### src/rtl/inst_fetch_pkg.sv
// Shared definitions for the instruction fetch slice.
//   XLEN       : instruction word width
//   IADDR_W    : instruction memory byte-address width
//   INST_STEP  : byte distance between consecutive instruction words
//   INST_NOP   : canonical NOP encoding (addi x0, x0, 0), used by decode
//   fetch_entry_t : one queue entry, fetched word plus its byte address
package inst_fetch_pkg;

    localparam int XLEN    = 32;
    localparam int IADDR_W = 8;

    localparam logic [IADDR_W-1:0] INST_STEP = IADDR_W'(4);
    localparam logic [XLEN-1:0]    INST_NOP  = 32'h0000_0013;

    typedef struct packed {
        logic [XLEN-1:0]    instr;
        logic [IADDR_W-1:0] pc;
    } fetch_entry_t;

endpackage

### src/rtl/inst_fetch_fifo.sv
// Two-entry synchronous FIFO holding fetched {instruction, pc} pairs.
// Entry 0 is always the head, so the output needs no read pointer.
// Ports:
//   clk, rst_n : clock, asynchronous active-low reset
//   push       : enqueue din (accepted when not full, or full with a pop)
//   pop        : dequeue head (ignored when empty)
//   flush      : clear all entries; wins over push and pop
//   din        : entry to enqueue
//   dout       : head entry, all zeros when empty
//   full/empty : occupancy flags
module fetch_fifo
    import inst_fetch_pkg::*;
(
    input  logic         clk,
    input  logic         rst_n,
    input  logic         push,
    input  logic         pop,
    input  logic         flush,
    input  fetch_entry_t din,
    output fetch_entry_t dout,
    output logic         full,
    output logic         empty
);

    fetch_entry_t slot0;
    fetch_entry_t slot1;
    logic [1:0]   count;
    logic         pop_ok;
    logic         push_ok;

    assign full    = (count == 2'd2);
    assign empty   = (count == 2'd0);
    assign pop_ok  = pop && !empty;
    // A full queue can still take a word when the head leaves this cycle.
    assign push_ok = push && (!full || pop_ok);
    assign dout    = empty ? '0 : slot0;

    always_ff @(posedge clk or negedge rst_n) begin
        if (!rst_n) begin
            slot0 <= '0;
            slot1 <= '0;
            count <= 2'd0;
        end else if (flush) begin
            slot0 <= '0;
            slot1 <= '0;
            count <= 2'd0;
        end else begin
            case ({push_ok, pop_ok})
                2'b10: begin
                    if (count == 2'd0) slot0 <= din;
                    else               slot1 <= din;
                    count <= count + 2'd1;
                end
                2'b01: begin
                    slot0 <= slot1;
                    slot1 <= '0;
                    count <= count - 2'd1;
                end
                2'b11: begin
                    // Occupancy unchanged; the new word lands behind whatever remains.
                    if (count == 2'd1) begin
                        slot0 <= din;
                    end else begin
                        slot0 <= slot1;
                        slot1 <= din;
                    end
                end
                default: ;
            endcase
        end
    end

endmodule

### src/rtl/inst_fetch.sv
// Instruction fetch unit. Drives the byte address of a combinational
// instruction memory, buffers returned words in a 2-entry queue and
// hands them to decode over valid/ready. A redirect flushes the queue
// and restarts fetch at the (word-aligned) target.
// Ports:
//   clk, rst_n      : clock, asynchronous active-low reset
//   imem_addr       : fetch byte address (always word aligned)
//   imem_instr      : memory read data for imem_addr, same cycle
//   redirect_valid  : one-cycle pulse restarting fetch at redirect_pc
//   redirect_pc     : redirect target, low two bits ignored
//   inst_valid      : queue head valid
//   inst_ready      : decode takes the head this cycle
//   inst_data       : head instruction, 0 when empty
//   inst_pc         : head byte address, 0 when empty
module inst_fetch
    import inst_fetch_pkg::*;
#(
    parameter logic [IADDR_W-1:0] RESET_PC = 8'h00
) (
    input  logic               clk,
    input  logic               rst_n,
    output logic [IADDR_W-1:0] imem_addr,
    input  logic [XLEN-1:0]    imem_instr,
    input  logic               redirect_valid,
    input  logic [IADDR_W-1:0] redirect_pc,
    output logic               inst_valid,
    input  logic               inst_ready,
    output logic [XLEN-1:0]    inst_data,
    output logic [IADDR_W-1:0] inst_pc
);

    logic [IADDR_W-1:0] fpc;
    logic [IADDR_W-1:0] redirect_target;
    logic               q_full;
    logic               q_empty;
    logic               pop;
    logic               push;
    fetch_entry_t       q_din;
    fetch_entry_t       q_dout;

    assign redirect_target = redirect_pc & ~IADDR_W'(3);

    assign pop  = inst_valid && inst_ready;
    // Fetching while a redirect is in flight would enqueue a stale word.
    assign push = !redirect_valid && (!q_full || pop);

    assign q_din = '{instr: imem_instr, pc: fpc};

    always_ff @(posedge clk or negedge rst_n) begin
        if (!rst_n) begin
            fpc <= RESET_PC;
        end else if (redirect_valid) begin
            fpc <= redirect_target;
        end else if (push) begin
            fpc <= fpc + INST_STEP;
        end
    end

    fetch_fifo u_fifo (
        .clk   (clk),
        .rst_n (rst_n),
        .push  (push),
        .pop   (pop),
        .flush (redirect_valid),
        .din   (q_din),
        .dout  (q_dout),
        .full  (q_full),
        .empty (q_empty)
    );

    assign imem_addr  = fpc;
    assign inst_valid = !q_empty;
    assign inst_data  = q_dout.instr;
    assign inst_pc    = q_dout.pc;

endmodule

### config.mk
export PLATFORM = sky130hd
export DESIGN_NAME = inst_fetch
export DESIGN_NICKNAME = d
export VERILOG_FILES = /design/src/rtl/inst_fetch_pkg.sv /design/src/rtl/inst_fetch_fifo.sv /design/src/rtl/inst_fetch.sv
export SDC_FILE = /design/constraint.sdc
export NUM_CORES = 1
export LEC_CHECK = 0
export ABC_AREA = 1
export CAP_MARGIN = 20
export CELL_PAD_IN_SITES_DETAIL_PLACEMENT = 1
export CELL_PAD_IN_SITES_GLOBAL_PLACEMENT = 1
export CORE_ASPECT_RATIO = 0.9
export CORE_MARGIN = 8
export CORE_UTILIZATION = 38
export DETAILED_ROUTE_END_ITERATION = 16
export PLACE_DENSITY = 0.89
export SLEW_MARGIN = 20
export SYNTH_ARGS = -nofsm -noshare
export SYNTH_HDL_FRONTEND = slang
export SYNTH_SLANG_ARGS = --single-unit
### constraint.sdc
create_clock -name clk -period 1.8 [get_ports clk]
set_input_delay 0.18 -clock clk [delete_from_list [all_inputs] [get_ports clk]]
set_output_delay 0.18 -clock clk [all_outputs]
set_load 0.05 [all_outputs]
# Yosys cells after proc, flatten, opt, wreduce, memory -nomap -nowiden

Index checks and enable logic that the tools add are counted.

Bits of input ports: 44
Bits in registers: 90
Word-level logic and storage cells: 45
Output and inout bits: 49

Eq/ne operators: 8
Mux-type cells: 13
$add $sub $neg: 3
Reduce and logical (&&, ||, !) cells: 15

Operator list:

| cell                                                                     | number |
|---|---|
| 40-bit two-way mux                                                       | 7 |
| 40-bit case mux with 3 select lines                                      | 2 |
| 8-bit two-way mux                                                        | 2 |
| 8-bit by 3-bit adder with 8-bit output (second input constant)           | 1 |
| 2-bit equality test (second input constant)                              | 3 |
| 3-bit inequality test (second input constant)                            | 2 |
| 2-bit by 1-bit equality test with 1-bit output (second input constant)   | 2 |
| 1-bit logical AND                                                        | 4 |
| 2-bit case mux with 2 select lines                                       | 1 |
| 4-bit nonzero test                                                       | 1 |
| 1-bit logical NOT                                                        | 3 |
| 3-bit by 2-bit inequality test with 1-bit output (second input constant) | 1 |
| 3-bit AND reduction                                                      | 1 |
| 3-bit nonzero test                                                       | 1 |
| 2-bit by 1-bit adder with 2-bit output (second input constant)           | 1 |
| 2-bit logical NOT                                                        | 1 |
| 1-bit logical OR                                                         | 2 |
| 2-bit two-way mux                                                        | 1 |
| 2-bit AND reduction                                                      | 1 |
| 2-bit nonzero test                                                       | 1 |
| 2-bit by 1-bit subtractor with 2-bit output (second input constant)      | 1 |

# Depth between registers and ports, before layout

Word-level depth: 9
Depth in mapped cells: 12
Gate-level depth less buffers: 9

# Hierarchy

Synthesis repeated with hierarchy kept, for this count alone.

Cell total of the unflattened synthesis: 660
Area total of the unflattened synthesis: 4837.1 sq um

Modules (own cells, without submodules):

| module     | instances | area an instance (sq um) | sequential area each (sq um) | cells each |
|---|---|---|---|---|
| fetch_fifo | 1         | 4394.2                   | 2052.0                       | 596 |
| inst_fetch | 1         | 442.9                    | 150.1                        | 64 |

# Worst setup path after synthesis

No wires, ideal clock.

Path type: register to output
Start: reg u_fifo.count[0]
End: out inst_pc[1]
Slack: -0.333 ns
Stages on the path, launching flop included: 7
Data arrival time: 1.953 ns
Data required time: 1.620 ns
Buffers on the path: 3
Path through: dfrtp_1 -> inv_1 -> ha_1 -> buf_6 -> clkbuf_1 -> nor2_1 -> buf_4

Longest elaborated chain between the ends: 2

Ends and longest elaborated chain:

| item                   | line                  | RTL |
|---|---|---|
| from (decl)            | inst_fetch_fifo.sv:27 | `logic [1:0] count;` |
| from (signal assigned) | inst_fetch_fifo.sv:52 | `count <= count + 2'd1;` |
| from (signal assigned) | inst_fetch_fifo.sv:57 | `count <= count - 2'd1;` |
| 2-bit logical NOT      | inst_fetch_fifo.sv:32 | `assign empty = (count == 2'd0);` |
| 40-bit two-way mux     | inst_fetch_fifo.sv:36 | `assign dout = empty ? '0 : slot0;` |
| to (decl)              | inst_fetch.sv:29      | `output logic [IADDR_W-1:0] inst_pc` |

Every way passes these cells.

# Final worst setup path

Start: reg u_fifo.count[0]
End: reg u_fifo.slot0[39] in the netlist's numbering

Longest elaborated chain between the ends: 9
Elaborated cells between the ends (all ways): 20
Classes of those cells: eq/ne (6); mux (3); reduce/logical (11)

Ends and longest elaborated chain:

| item                                                                                         | line                                         | RTL |
|---|---|---|
| 2-bit logical NOT                                                                            | inst_fetch_fifo.sv:32, inst_fetch_fifo.sv:50 |  |
| 1-bit logical NOT                                                                            | inst_fetch_fifo.sv:33, inst_fetch.sv:72      |  |
| 1-bit logical AND                                                                            | inst_fetch.sv:43                             | `assign pop = inst_valid && inst_ready;` |
| 1-bit logical OR / 1-bit logical AND (equally long branches)                                 | inst_fetch.sv:45, inst_fetch_fifo.sv:33      |  |
| 1-bit logical AND / 1-bit logical OR (equally long branches)                                 | inst_fetch.sv:45, inst_fetch_fifo.sv:35      |  |
| 1-bit logical AND                                                                            | inst_fetch_fifo.sv:35                        | `assign push_ok = push && (!full \|\| pop_ok);` |
| 2-bit equality test / 2-bit by 1-bit equality test with 1-bit output (equally long branches) | inst_fetch_fifo.sv:48                        | `case ({push_ok, pop_ok})` |
| 40-bit case mux with 3 select lines (tied with other cells)                                  | inst_fetch_fifo.sv:48                        |  |
| 40-bit two-way mux / 2-bit AND reduction (equally long branches)                             | n/a                                          |  |
| to (signal assigned)                                                                         | inst_fetch_fifo.sv:50                        | `if (count == 2'd0) slot0 <= din;` |
| to (signal assigned)                                                                         | inst_fetch_fifo.sv:55                        | `slot0 <= slot1;` |
| to (signal assigned)                                                                         | inst_fetch_fifo.sv:62                        | `slot0 <= din;` |
| to (decl)                                                                                    | inst_fetch_fifo.sv:25                        | `fetch_entry_t slot0;` |

Several ways; a longest one is shown, not always the timed one.
A chain may end at the register's enable or synchronous reset.

==> implementation parameters <==
Parameter                              Value

Run status
  Status ... finished clean

Die
  Total Die Area ... 18,600 µm²
  Io pins ... 93
  Core Area ... 14,100 µm²
  Num rows ... between 40 and 50
  Chip height ... about 130 µm
  Floorplan die width ... 143 µm
  Initial cell density of the core ... 0.391

Clocking
  Clock H-tree levels ... 3
  Clock buffer depth ... 2
  Clock net sink count ... 86
  Worst-path clk slew ... 70 ps
  CTS tree ... built
  Root Buffer ... sky130_fd_sc_hd__clkbuf_16
  Clock latency of the later-clocked register in the worst-skew pair ... 350 ps
  Clock buffer count from CTS ... 9

Placed design
  Cell area after placement ... 6590 µm²
  Port Buf Inserts ... 88
  Weighted congestion at the end of routability-driven global placement ... 0.769
  DPL Wire Length ... 12,300 µm
  DP Worst Slack ... -75.1 ps
  Cell count after placement ... 1,122

Setup path
  Cell with the biggest individual delay on the critical path ... sky130_fd_sc_hd__dfrtp_1
  Reg-to-reg endpoint ... u_fifo.slot0[39]$_DFFE_PN0P_
  Worst Path Arrival ... between 2000 and 2500 ps
  CP endpoint kind ... flip-flop
  Critical Path Most Common Cell ... sky130_fd_sc_hd__nand2_1
  Cell type group with the largest total delay on the critical path ... buffers and inverters
  Critical R2R Launch ... u_fifo.count[0]$_DFFE_PN0P_
  Worst path cell trace ... buf_4 > buf_4 > ha_2 > inv_1 > buf_4 > nand2_1 > nand2_1 > nand2_1 > nand3_1 > nand2_1 > nand2_1
  Largest stage delay on the critical path ... ~390 ps
  CP Launch Type ... flip-flop
  Critical path startpoint ... u_fifo.count[0]$_DFFE_PN0P_
  Maximum net fanout on the critical path ... 11
  Combined buffer and inverter count along the critical path ... 4
  Depth of the most critical reg-to-reg path ... 11
  Reg2Reg Setup Slack ... roughly 63 ps
  Data required time of the critical path ... roughly 2100 ps
  Setup CP Type ... reg2reg

Detailed routing
  Wire length reported by the detailed router ... between 15,000 and 20,000 µm
  Post-detailed-route wirelength per cell ... 17.0 µm
  DRC ... 0
  Drt first pass iters ... 5
  Count of antenna-violating nets left after detailed routing ... 0
  Number of vias after detailed routing ... 5,932
  Count of routing violations after the opening detailed-route iteration ... around 480
  Vias/cell ... 5.16

Power and ir drop
  Pwr Density ... 1650 nW/µm²
  Worst vdd rail ir drop ... 0.000715 V
  Static Leakage ... roughly 3.9 nW
  Design Power ... 11.7 mW

Timing
  Total count of hold-check failures in the final report ... 0
  Count of endpoints failing setup in the final report ... 0
  Clock period minus final worst setup slack ... 1740 ps
  Setup Skew ... 7.40 ps
  Final period utilization ... 0.965
  Upper clock frequency limit ... 576 MHz
  Count of pins over their slew limit ... 0
  Worst Setup Slack, final ... around 63 ps
  Setup total negative slack ... 0 ps

Layout
  Number of diodes added for antenna fixing ... 0
  Area taken by multi-input logic gates ... 2730 µm²
  Commonest non-fill, non-tap cell in the layout ... sky130_fd_sc_hd__nand2_1
  Layout fillers ... 1,845
  Cell area after layout ... 7090 µm²
  Commonest cells after routing, fill and taps aside ... sky130_fd_sc_hd__nand2_1, sky130_fd_sc_hd__dfrtp_1, sky130_fd_sc_hd__inv_1, sky130_fd_sc_hd__nand3_1, sky130_fd_sc_hd__buf_4
  Layout cell share with drive strength beyond 1 ... 0.139
  Sequential cell area ... 2150 µm²
  Layout overhead on the synthesized area ... 28.5%
  Layout Nets ... 999
  Post-route insts no fill ... 1,149

Yosys
  Total of warnings raised by yosys ... 0
  Avg Inst Size Synth ... 6.39 µm²
  Cell count after synthesis ... 864
  Synth Register Bits ... 86
  Part of the Yosys area used for sequential elements ... 0.390
  Cell area after synthesis ... around 5500 µm²
  Number of distinct standard cells referenced by the synthesized netlist ... 27

Flow run
  Max-cap violations ... 0

Hold path
  Min-delay worst type ... in2reg
  Endpoint of the worst hold-timing path ... u_fifo.slot1[22]$_DFFE_PN0P_
  Hold Path Cell Cnt ... 4
  Startpoint of the worst hold path ... redirect_valid

Global route
  Antenna violations before repair ... 0
  Global-route wire length before repair ... 31,100 µm
  Via count of the first global-routing pass ... roughly 6,200
  Global-route total usage across every layer ... 0.209
  Leftover overflow at the end of global routing ... 0
  Pin count of the biggest net entering global routing ... 50
==> per-stage QoR <==
| stage | hold slack (ps) | utilization |
|---|---|---|
| final | 286 | 0.503 |
| after global routing | 321 | 0.503 |
| after CTS | 274 | 0.493 |
| after detailed placement | 149 | 0.467 |
| after global placement | 149 | 0.467 |
| after floorplan | -116 | - |
==> registers in the layout (all words and copies together) (netlist names) <==
register,flops
imem_addr,6
u_fifo.slot1,39
u_fifo.count,2
u_fifo.slot0,39
==> cell families (layout without fill, tap and decap cells) <==
kind of cell | after synthesis | after routing | synth area share
AND/OR/NAND/NOR | 607 | 607 | 0.456
buffers and inverters | 151 | 242 | 0.125
flip-flops | 86 | 86 | 0.390
AO/OA/AOI/OAI | 14 | 14 | 0.0175
adder cells (fa/ha/maj) | 4 | 4 | 0.00907
other | 1 | 2 | 0.000679
XOR/XNOR | 1 | 1 | 0.00159
==> timing repair <==
item	4_1_cts	5_1_grt
pin swaps	0	2
cloned	1	3
hold buffers	1	0
setup endpoints to repair	77	111
endpoints found under the hold margin	27	0
buffers inserted	0	6
gates resized for setup	3	5
==> how the worst max path moves through the flow <==
stage	to	slack, ps	depth (start not counted)
3_3_place_gp	u_fifo.slot1[37]$_DFFE_PN0P_	50	9
6_report	u_fifo.slot0[39]$_DFFE_PN0P_	60	11
3_5_place_dp	imem_addr[3]$_DFFE_PN0N_	-80	8
2_1_floorplan	inst_data[17]	-190	6
4_1_cts	u_fifo.slot0[34]$_DFFE_PN0P_	1	9
5_1_grt	u_fifo.slot1[28]$_DFFE_PN0P_	-30	10
==> tightest hold or removal path: stages <==
cell and delay, ps:
sky130_fd_sc_hd__buf_2 220, sky130_fd_sc_hd__nor2_1 80, sky130_fd_sc_hd__nand4_1 70, sky130_fd_sc_hd__nand2_1 50
==> area by class of cell <==
| type | instances | share of cell area |
|---|---|---|
| Clock buffer | 11 | 0.0356 |
| Tap cell | 193 | 0.0341 |
| Clock inverter | 5 | 0.00812 |
| Inverter | 90 | 0.0480 |
| Sequential cell | 86 | 0.303 |
| Timing Repair Buffer | 136 | 0.186 |
| Multi-Input combinational cell | 628 | 0.385 |
==> routing by layer <==
layer  up-vias  wire [µm]  global-route usage  share of wire
li1       2821          -                   -              -
met1      2909       8490               0.252           0.43
met2       170       9810               0.371           0.50
met3        32        874              0.0402          0.045
met4         0        416              0.0655          0.021
met5         -          0                   0              0
==> cells in the mapped netlist, drive strengths merged <==
library cell | number | area (µm²)
a21oi | 5 | 36.3
buf | 43 | 282
clkbuf | 18 | 67.6
conb | 1 | 3.75
dfrtp | 86 | 2150
ha | 4 | 50.1
inv | 90 | 340
nand2 | 401 | 1520
nand3 | 83 | 425
nand4 | 41 | 257
nor2 | 81 | 314
o211ai | 4 | 35.0
o21ai | 5 | 25.0
or2 | 1 | 6.26
xnor2 | 1 | 8.76
==> power by group <==
group	internal (mW)	switching (mW)	leakage, nW	total (mW)
combinational	2.22	4.39	2.60	6.61
clock	1.15	0.819	0.144	1.97
sequential	2.59	0.551	1.12	3.14
total	5.97	5.76	3.86	11.7
Note: power is estimated with default switching activity, not from simulation.
